`config.mk`:
```
export PLATFORM = sky130hd
export DESIGN_NAME = slot_mask_decoder
export DESIGN_NICKNAME = d
export VERILOG_FILES = /design/src/rtl/slot_pkg.sv /design/src/rtl/slot_idx_dec.sv /design/src/rtl/slot_mask_decoder.sv
export SDC_FILE = /design/constraint.sdc
export NUM_CORES = 1
export LEC_CHECK = 0
export CAP_MARGIN = 20
export CORE_UTILIZATION = 48
export CTS_CLUSTER_SIZE = 16
export DETAILED_ROUTE_END_ITERATION = 8
export PLACE_DENSITY_LB_ADDON = 0.05
export SETUP_SLACK_MARGIN = 0.3
export SKIP_LAST_GASP = 1
export SLEW_MARGIN = 10
export SYNTH_ARGS = -nofsm -noshare
export SYNTH_HDL_FRONTEND = slang
export SYNTH_SLANG_ARGS = --single-unit
```
`constraint.sdc`:
```
create_clock -name clk -period 6.3 [get_ports clk]
set_input_delay 0.63 -clock clk [delete_from_list [all_inputs] [get_ports clk]]
set_output_delay 0.63 -clock clk [all_outputs]
set_load 0.05 [all_outputs]
```
`src/rtl/slot_pkg.sv`:
```
// Shared slot-tracking constants and types.
// Used by the occupancy bitmap and the free-slot priority encoder.
package slot_pkg;

    localparam int N_SLOTS = 32;
    localparam int IDX_W   = 5;
    localparam int CNT_W   = 6;

    typedef logic [IDX_W-1:0] slot_idx_t;
    typedef logic [N_SLOTS-1:0] slot_mask_t;

endpackage

```
`src/rtl/slot_idx_dec.sv`:
```
// Combinational slot index to one-hot mask decoder.
// The index width covers every slot, so no range check is needed.
module slot_idx_dec
    import slot_pkg::*;
(
    input  logic [IDX_W-1:0]   idx,
    output logic [N_SLOTS-1:0] mask
);

    localparam slot_mask_t ONE = slot_mask_t'(1);

    assign mask = ONE << idx;

endmodule

```
`src/rtl/slot_mask_decoder.sv`:
```
// Slot occupancy bitmap with allocate/release channels,
// occupancy count and sticky misuse flags.
module slot_mask_decoder
    import slot_pkg::*;
(
    input  logic               clk,
    input  logic               rst_n,
    input  logic               set_valid,
    input  logic [IDX_W-1:0]   set_idx,
    output logic               set_ready,
    input  logic               clr_valid,
    input  logic [IDX_W-1:0]   clr_idx,
    output logic               clr_ready,
    input  logic               flush,
    input  logic               err_clr,
    output logic [N_SLOTS-1:0] busy_mask,
    output logic [N_SLOTS-1:0] free_mask,
    output logic [N_SLOTS-1:0] onehot_out,
    output logic               onehot_valid,
    output logic [CNT_W-1:0]   count,
    output logic               full,
    output logic               empty,
    output logic               err_dset,
    output logic               err_dfree
);

    slot_mask_t set_mask;
    slot_mask_t clr_mask;
    slot_mask_t after_clr;
    slot_mask_t busy_next;
    logic [CNT_W-1:0] count_next;
    logic set_fire;
    logic clr_fire;
    logic clr_hit;
    logic set_new;
    logic new_dset;
    logic new_dfree;

    slot_idx_dec u_set_dec (
        .idx  (set_idx),
        .mask (set_mask)
    );

    slot_idx_dec u_clr_dec (
        .idx  (clr_idx),
        .mask (clr_mask)
    );

    assign full      = (count == CNT_W'(N_SLOTS));
    assign empty     = (count == '0);
    assign set_ready = !full;
    assign clr_ready = 1'b1;
    assign free_mask = ~busy_mask;

    assign set_fire = set_valid && set_ready;
    assign clr_fire = clr_valid && clr_ready;

    // Clear applies before set; detect misuse against the right view.
    always_comb begin
        after_clr  = busy_mask;
        clr_hit    = 1'b0;
        new_dfree  = 1'b0;
        set_new    = 1'b0;
        new_dset   = 1'b0;
        if (clr_fire) begin
            clr_hit   = busy_mask[clr_idx];
            new_dfree = !busy_mask[clr_idx];
            after_clr = busy_mask & ~clr_mask;
        end
        busy_next = after_clr;
        if (set_fire) begin
            set_new   = !after_clr[set_idx];
            new_dset  = after_clr[set_idx];
            busy_next = after_clr | set_mask;
        end
        count_next = count - CNT_W'(clr_hit) + CNT_W'(set_new);
        if (flush) begin
            busy_next  = '0;
            count_next = '0;
            new_dset   = 1'b0;
            new_dfree  = 1'b0;
        end
    end

    // Bitmap, counter and one-hot pulse registers.
    always_ff @(posedge clk or negedge rst_n) begin
        if (!rst_n) begin
            busy_mask    <= '0;
            count        <= '0;
            onehot_out   <= '0;
            onehot_valid <= 1'b0;
        end else begin
            busy_mask    <= busy_next;
            count        <= count_next;
            onehot_valid <= set_fire && !flush;
            if (set_fire && !flush) begin
                onehot_out <= set_mask;
            end
        end
    end

    // Sticky misuse flags; a fresh error beats err_clr.
    always_ff @(posedge clk or negedge rst_n) begin
        if (!rst_n) begin
            err_dset  <= 1'b0;
            err_dfree <= 1'b0;
        end else begin
            err_dset  <= (err_dset && !err_clr) || new_dset;
            err_dfree <= (err_dfree && !err_clr) || new_dfree;
        end
    end

endmodule

```
== Word level (Yosys, flattened, before mapping) ==
Cells that the tools add are included.

* Register bits: 73
* Bits in latches: 0
* RAM bits: 0
* ROM bits: 0
* Bits of input ports: 16
* Output and inout bits: 109
* Word-level logic and storage cells: 43
* Memories kept: 0

* $add $sub $neg: 2
* Multiply operators: 0
* Divide/modulo/power cells: 0
* Magnitude comparators: 2
* Equal/unequal tests: 1
* Shift-type cells: 2
* Multiplexer cells: 14
* Bitwise logic cells: 4
* Reduce and logical (&&, ||, !) cells: 12

{| class="wikitable"
|+ Operator list
! kind !! number
|-
| two-way mux 32 bit || 3
|-
| NOT 32 bit || 2
|-
| << shifter 1 x 5 -> 32 bit, first input constant || 2
|-
| AND 32 bit || 1
|-
| OR 32 bit || 1
|-
| < comparator 5 x 6 -> 1 bit, second input constant || 2
|-
| binary-select mux 1 bit (select 5 bit) || 2
|-
| two-way mux 1 bit || 8
|-
| adder 6 x 1 -> 6 bit || 1
|-
| == test 6 bit, second input constant || 1
|-
| zero test 6 bit || 1
|-
| two-way mux 6 bit || 1
|-
| subtractor 6 x 1 -> 6 bit || 1
|-
| zero test 1 bit || 5
|-
| logical AND 1 bit || 4
|-
| logical OR 1 bit || 2
|}

== Logic depth before layout (Yosys ltp) ==
* Word-level depth: 10
* Mapped depth: 18
* Gate-level depth less buffers: 16

== Hierarchy ==
From an unflattened synthesis, not the netlist that was laid out.

* Cell total of the unflattened synthesis: 503
* Area, all modules: 4434.3 µm²

{| class="wikitable"
|+ Modules (own cells, without submodules)
! module !! times used !! cells each !! area an instance (µm²) !! sequential area each (µm²)
|-
| slot_mask_decoder || 1 || 409 || 4006.3 || 1826.8
|-
| slot_idx_dec || 2 || 47 || 214.0 || 0.0
|}

== Worst setup path after synthesis ==
OpenSTA, ideal clock, no wires.

* Path kind: input port to flip-flop
* From: input clr_idx[2]
* To: register count[4]
* Setup time: 0.132 ns
* Data arrival time: 3.405 ns
* Required time: 6.168 ns
* Setup slack: 2.763 ns
* Stages on the path: 17
* Buffers on the path: 1
* Cells stage by stage: buf_2 -> nand4bb_1 -> or2_2 -> a32oi_1 -> o221ai_1 -> nor4bb_1 -> nor4_2 -> nand3_1 -> ha_1 -> inv_1 -> ha_1 -> fa_1 -> a21oi_1 -> nor2_1 -> nor2_1 -> xor2_1 -> nor2_1

* Word-level cells in the longest chain between the ends: 10
* Elaborated cells on any way between the ends: 14
* Those cells by class: 2 x add/sub; 1 x shift; 8 x mux; 2 x bitwise; 1 x reduce/logical

{| class="wikitable"
|+ RTL lines
! item !! RTL line !! source
|-
| start, declared || slot_mask_decoder.sv:12 || <nowiki>input logic [IDX_W-1:0] clr_idx,</nowiki>
|-
| branches (longest 8 deep; another with subtractor 6 x 1 -> 6 bit) || n/a ||
|-
| adder 6 x 1 -> 6 bit (*) || slot_mask_decoder.sv:76 || <nowiki>count_next = count - CNT_W'(clr_hit) + CNT_W'(set_new);</nowiki>
|-
| two-way mux 6 bit (*) || slot_mask_decoder.sv:77 || <nowiki>if (flush) begin</nowiki>
|-
| net count_next[4] || slot_mask_decoder.sv:31 || <nowiki>logic [CNT_W-1:0] count_next;</nowiki>
|-
| end signal, assigned || slot_mask_decoder.sv:94 || <nowiki>count <= count_next;</nowiki>
|-
| end, declared || slot_mask_decoder.sv:20 || <nowiki>output logic [CNT_W-1:0] count,</nowiki>
|}

Mark *: on every way through the listed nets, which the timed path passes. The select of a mux whose other input is x is not followed.
A chain may end at the register's enable or synchronous reset.

== Worst setup path in the final report ==
* From: input clr_idx[0]
* To: register count[4]

The elaborated chain is that of the path after synthesis.

==> metrics <==
Antenna Violating Nets Remaining=0; initial antenna violation count=0; Die W=92.6 µm; CP startpoint kind=input port; synthesis-stage register bit count=73; Post-synth EDFFs=0; clk buf depth=2; most frequent cells in the layout=clkdlybuf4s50_1 (122), dfrtp_1 (73), nand2_1 (50); Antenna Cells=0; Clk pwr share=27.4%; setup TNS=0 ns; # fillers=658; depth of the CTS H-tree=3; relative slew slack=27.8%; VDD IR-drop max=0.325 mV; worst slew pin tran=1.08 ns; commonest non-fill, non-tap cell in the layout=clkdlybuf4s50_1; sequential cell fraction of total power=38.1%; Post-Synth Simple-Gate Area=16.3%; sequential area share after synthesis=46.3%; Mapped Nets=437; Area growth syn-to-layout=36.2%; Skew-Pair Late Insertion Delay=0.36 ns; Synth area leaders=dfrtp_1 (46%), o21ai_0 (5.6%), nand2_1 (4.8%), mux4_2 (4.6%), inv_1 (4.2%); vias per inst=6.01; Num CTS Buffers=9; gp weighted congestion=0.861; P_int=0.844 mW; post-synthesis cell count=411; worst r2r dst=count[4]$_DFF_PN0_; gr ovfl total=0; post-synthesis cell area=3940 µm²; first-pass GRT wire length=18500 µm; IO Count=125; crit path kind=in2reg; CTS tree=done; GRT Overall Usage=28.0%; core area=7850 µm²; Critical Path AT=4.95 ns; max-cap viol count=0; area leader, netlist=dfrtp_1; Psw=0.516 mW; hold crit path type=in2async; chip height=92.6 µm; area of the multi-input gates=1810 µm²; Finished Core Util=68.4%; DR pass1 iterations=6; Starting Density=50.2%; dpl cells=611; routed wire length per instance=18.7 µm; worst reg2reg setup slack=2.94 ns; final setup violation count=0; CTS root buffer=clkbuf_8; DP Wirelength=8000 µm; Cell Rows=32; clk_skew=0.00828 ns; fmax=211 MHz; share of synthesized registers carrying an async set or reset=100%; outcome=finished, final reports clean; hold slack=0.477 ns; Synth Warn #=0; final net count=546; Final Non-Filler Cells=627; number of DRC markers in iteration 0=247; vias in the first global route=3520; postcts setup bufs=0; worst endpoint required time=6.53 ns; hold_buf cts=0; Max Transition Viols Final=0; CTS Sinks=73; Syn Area/Cell=9.59 µm²; Post-CTS Resized=0; largest net degree at the start of global routing=74; unrepaired setup endpoints after global routing=false; worst r2r path cells=15; minimum clock period=4.73 ns; Port Buffers=123; top_reg_cell synth=dfrtp_1; XOR/XNOR Fraction of Synth Area=0.889%; PD cells=253 nW/µm²; Lkg Pwr=2.15 nW; largest family of logic cells by synthesized area=compound AO/OA/AOI/OAI gates; adder-cell share of the synthesized area=3.36%; switching share of total power=37.9%; compound-gate portion of the synthesized area=18.4%; period utilization=75.1%; Total Wirelength=11700 µm; DIE AREA=8580 µm²; area share of the largest cell type after synthesis=46.3%; clock slew seen by the registers of the worst setup and hold paths=0.09 ns; Post-route DRC=0; crit path max fanout=22; final hold violations=0; r2r startpoint=busy_mask[2]$_DFF_PN0_; fin area=5370 µm²; Logic pwr share=34.4%; layout cells sized above 1=7.24%; Sequential Area=1830 µm²; Unique masters post-synth=61; Area after DPL=5180 µm²; via count=3770; Worst Setup End Kind=flop; mux cell area share after synthesis=6.76%
-- layout make-up --
cell class	instances	share of cell area [%]
flip-flops and latches	73	34.0
inverters	44	3.07
repair buffers	126	23.2
multi-input cells	266	33.7
clock buffers	10	2.38
clock inverters	6	1.26
well taps	102	2.38
-- synth_stat cells, types with 3 or more instances --
| master | instances |
|---|---|
| inv_1 | 44 |
| nor2_1 | 12 |
| a21oi_1 | 9 |
| nand3_1 | 14 |
| o311ai_0 | 5 |
| a31oi_1 | 3 |
| nor3_1 | 3 |
| clkbuf_1 | 13 |
| dfrtp_1 | 73 |
| xnor2_1 | 3 |
| buf_4 | 6 |
| o21ai_1 | 7 |
| o22ai_1 | 26 |
| o21ai_0 | 44 |
| buf_2 | 5 |
| ha_1 | 9 |
| o2bb2ai_1 | 3 |
| nor2b_1 | 7 |
| mux4_2 | 8 |
| nand2b_1 | 9 |
| mux2i_1 | 6 |
| nand2_1 | 50 |
| nor3b_1 | 3 |
-- registers in the layout, summed over array words and instances, names as in the netlist --
register and flops:
onehot_out 32, onehot_valid 1, err_dfree 1, busy_mask 32
count 6, err_dset 1
-- stage by stage --
step	worst slack [ns]	power, mW
floorplan	2.76	0.848
global placement	1.45	0.984
detailed placement	1.31	0.992
CTS	1.67	1.36
global route	1.27	1.42
finish	1.57	1.36
-- routing by layer --
metal / GRT usage (%) / vias to the layer above / share of wire, %
met5: 0 / - / 0
met4: 11.5 / 0 / 2.1
met3: 4.68 / 30 / 8.4
met2: 44.4 / 239 / 47
met1: 38.1 / 1820 / 42
li1: - / 1681 / -
-- critical path, stage by stage --
cell	delay (ns)
clkdlybuf4s50_1	0.97
nand4bb_1	0.52
or2_2	0.37
a32oi_1	0.20
o221ai_1	0.16
nor4bb_1	0.21
nor4_2	0.27
nand3_1	0.13
ha_1	0.29
inv_1	0.04
ha_1	0.20
fa_1	0.42
a21oi_1	0.15
nor2_1	0.05
nor2_1	0.11
xor2_1	0.16
nor2_1	0.06
-- worst max path at each step --
stage,startpoint,end,slack [ns],cells past startpoint
after floorplan,clr_idx[2],count[4]$_DFF_PN0_,2.76,17
after global placement,clr_idx[0],count[4]$_DFF_PN0_,1.45,17
after detailed placement,clr_idx[0],count[4]$_DFF_PN0_,1.31,17
after CTS,clr_idx[0],count[4]$_DFF_PN0_,1.67,17
after global routing,clr_idx[0],count[4]$_DFF_PN0_,1.27,17
final,clr_idx[0],count[4]$_DFF_PN0_,1.57,17
-- power groups by stage --
stage | Sequential, mW | Combinational [mW] | Clock (mW)
2_1_floorplan | 0.623 | 0.225 | 0
3_3_place_gp | 0.526 | 0.458 | 0
3_5_place_dp | 0.527 | 0.465 | 0
4_1_cts | 0.518 | 0.468 | 0.376
5_1_grt | 0.522 | 0.499 | 0.397
6_report | 0.518 | 0.468 | 0.373
-- cell families after synthesis --
| family | Yosys count |
|---|---|
| and+or+nand+nor | 119 |
| adders and majority gates | 10 |
| buffers and inverters | 72 |
| xor gates and xnor gates | 4 |
| other | 1 |
| AOI/OAI and AO/OA | 117 |
| muxes | 15 |
| DFF | 73 |
No activity file was read; power rests on OpenSTA's default activity.
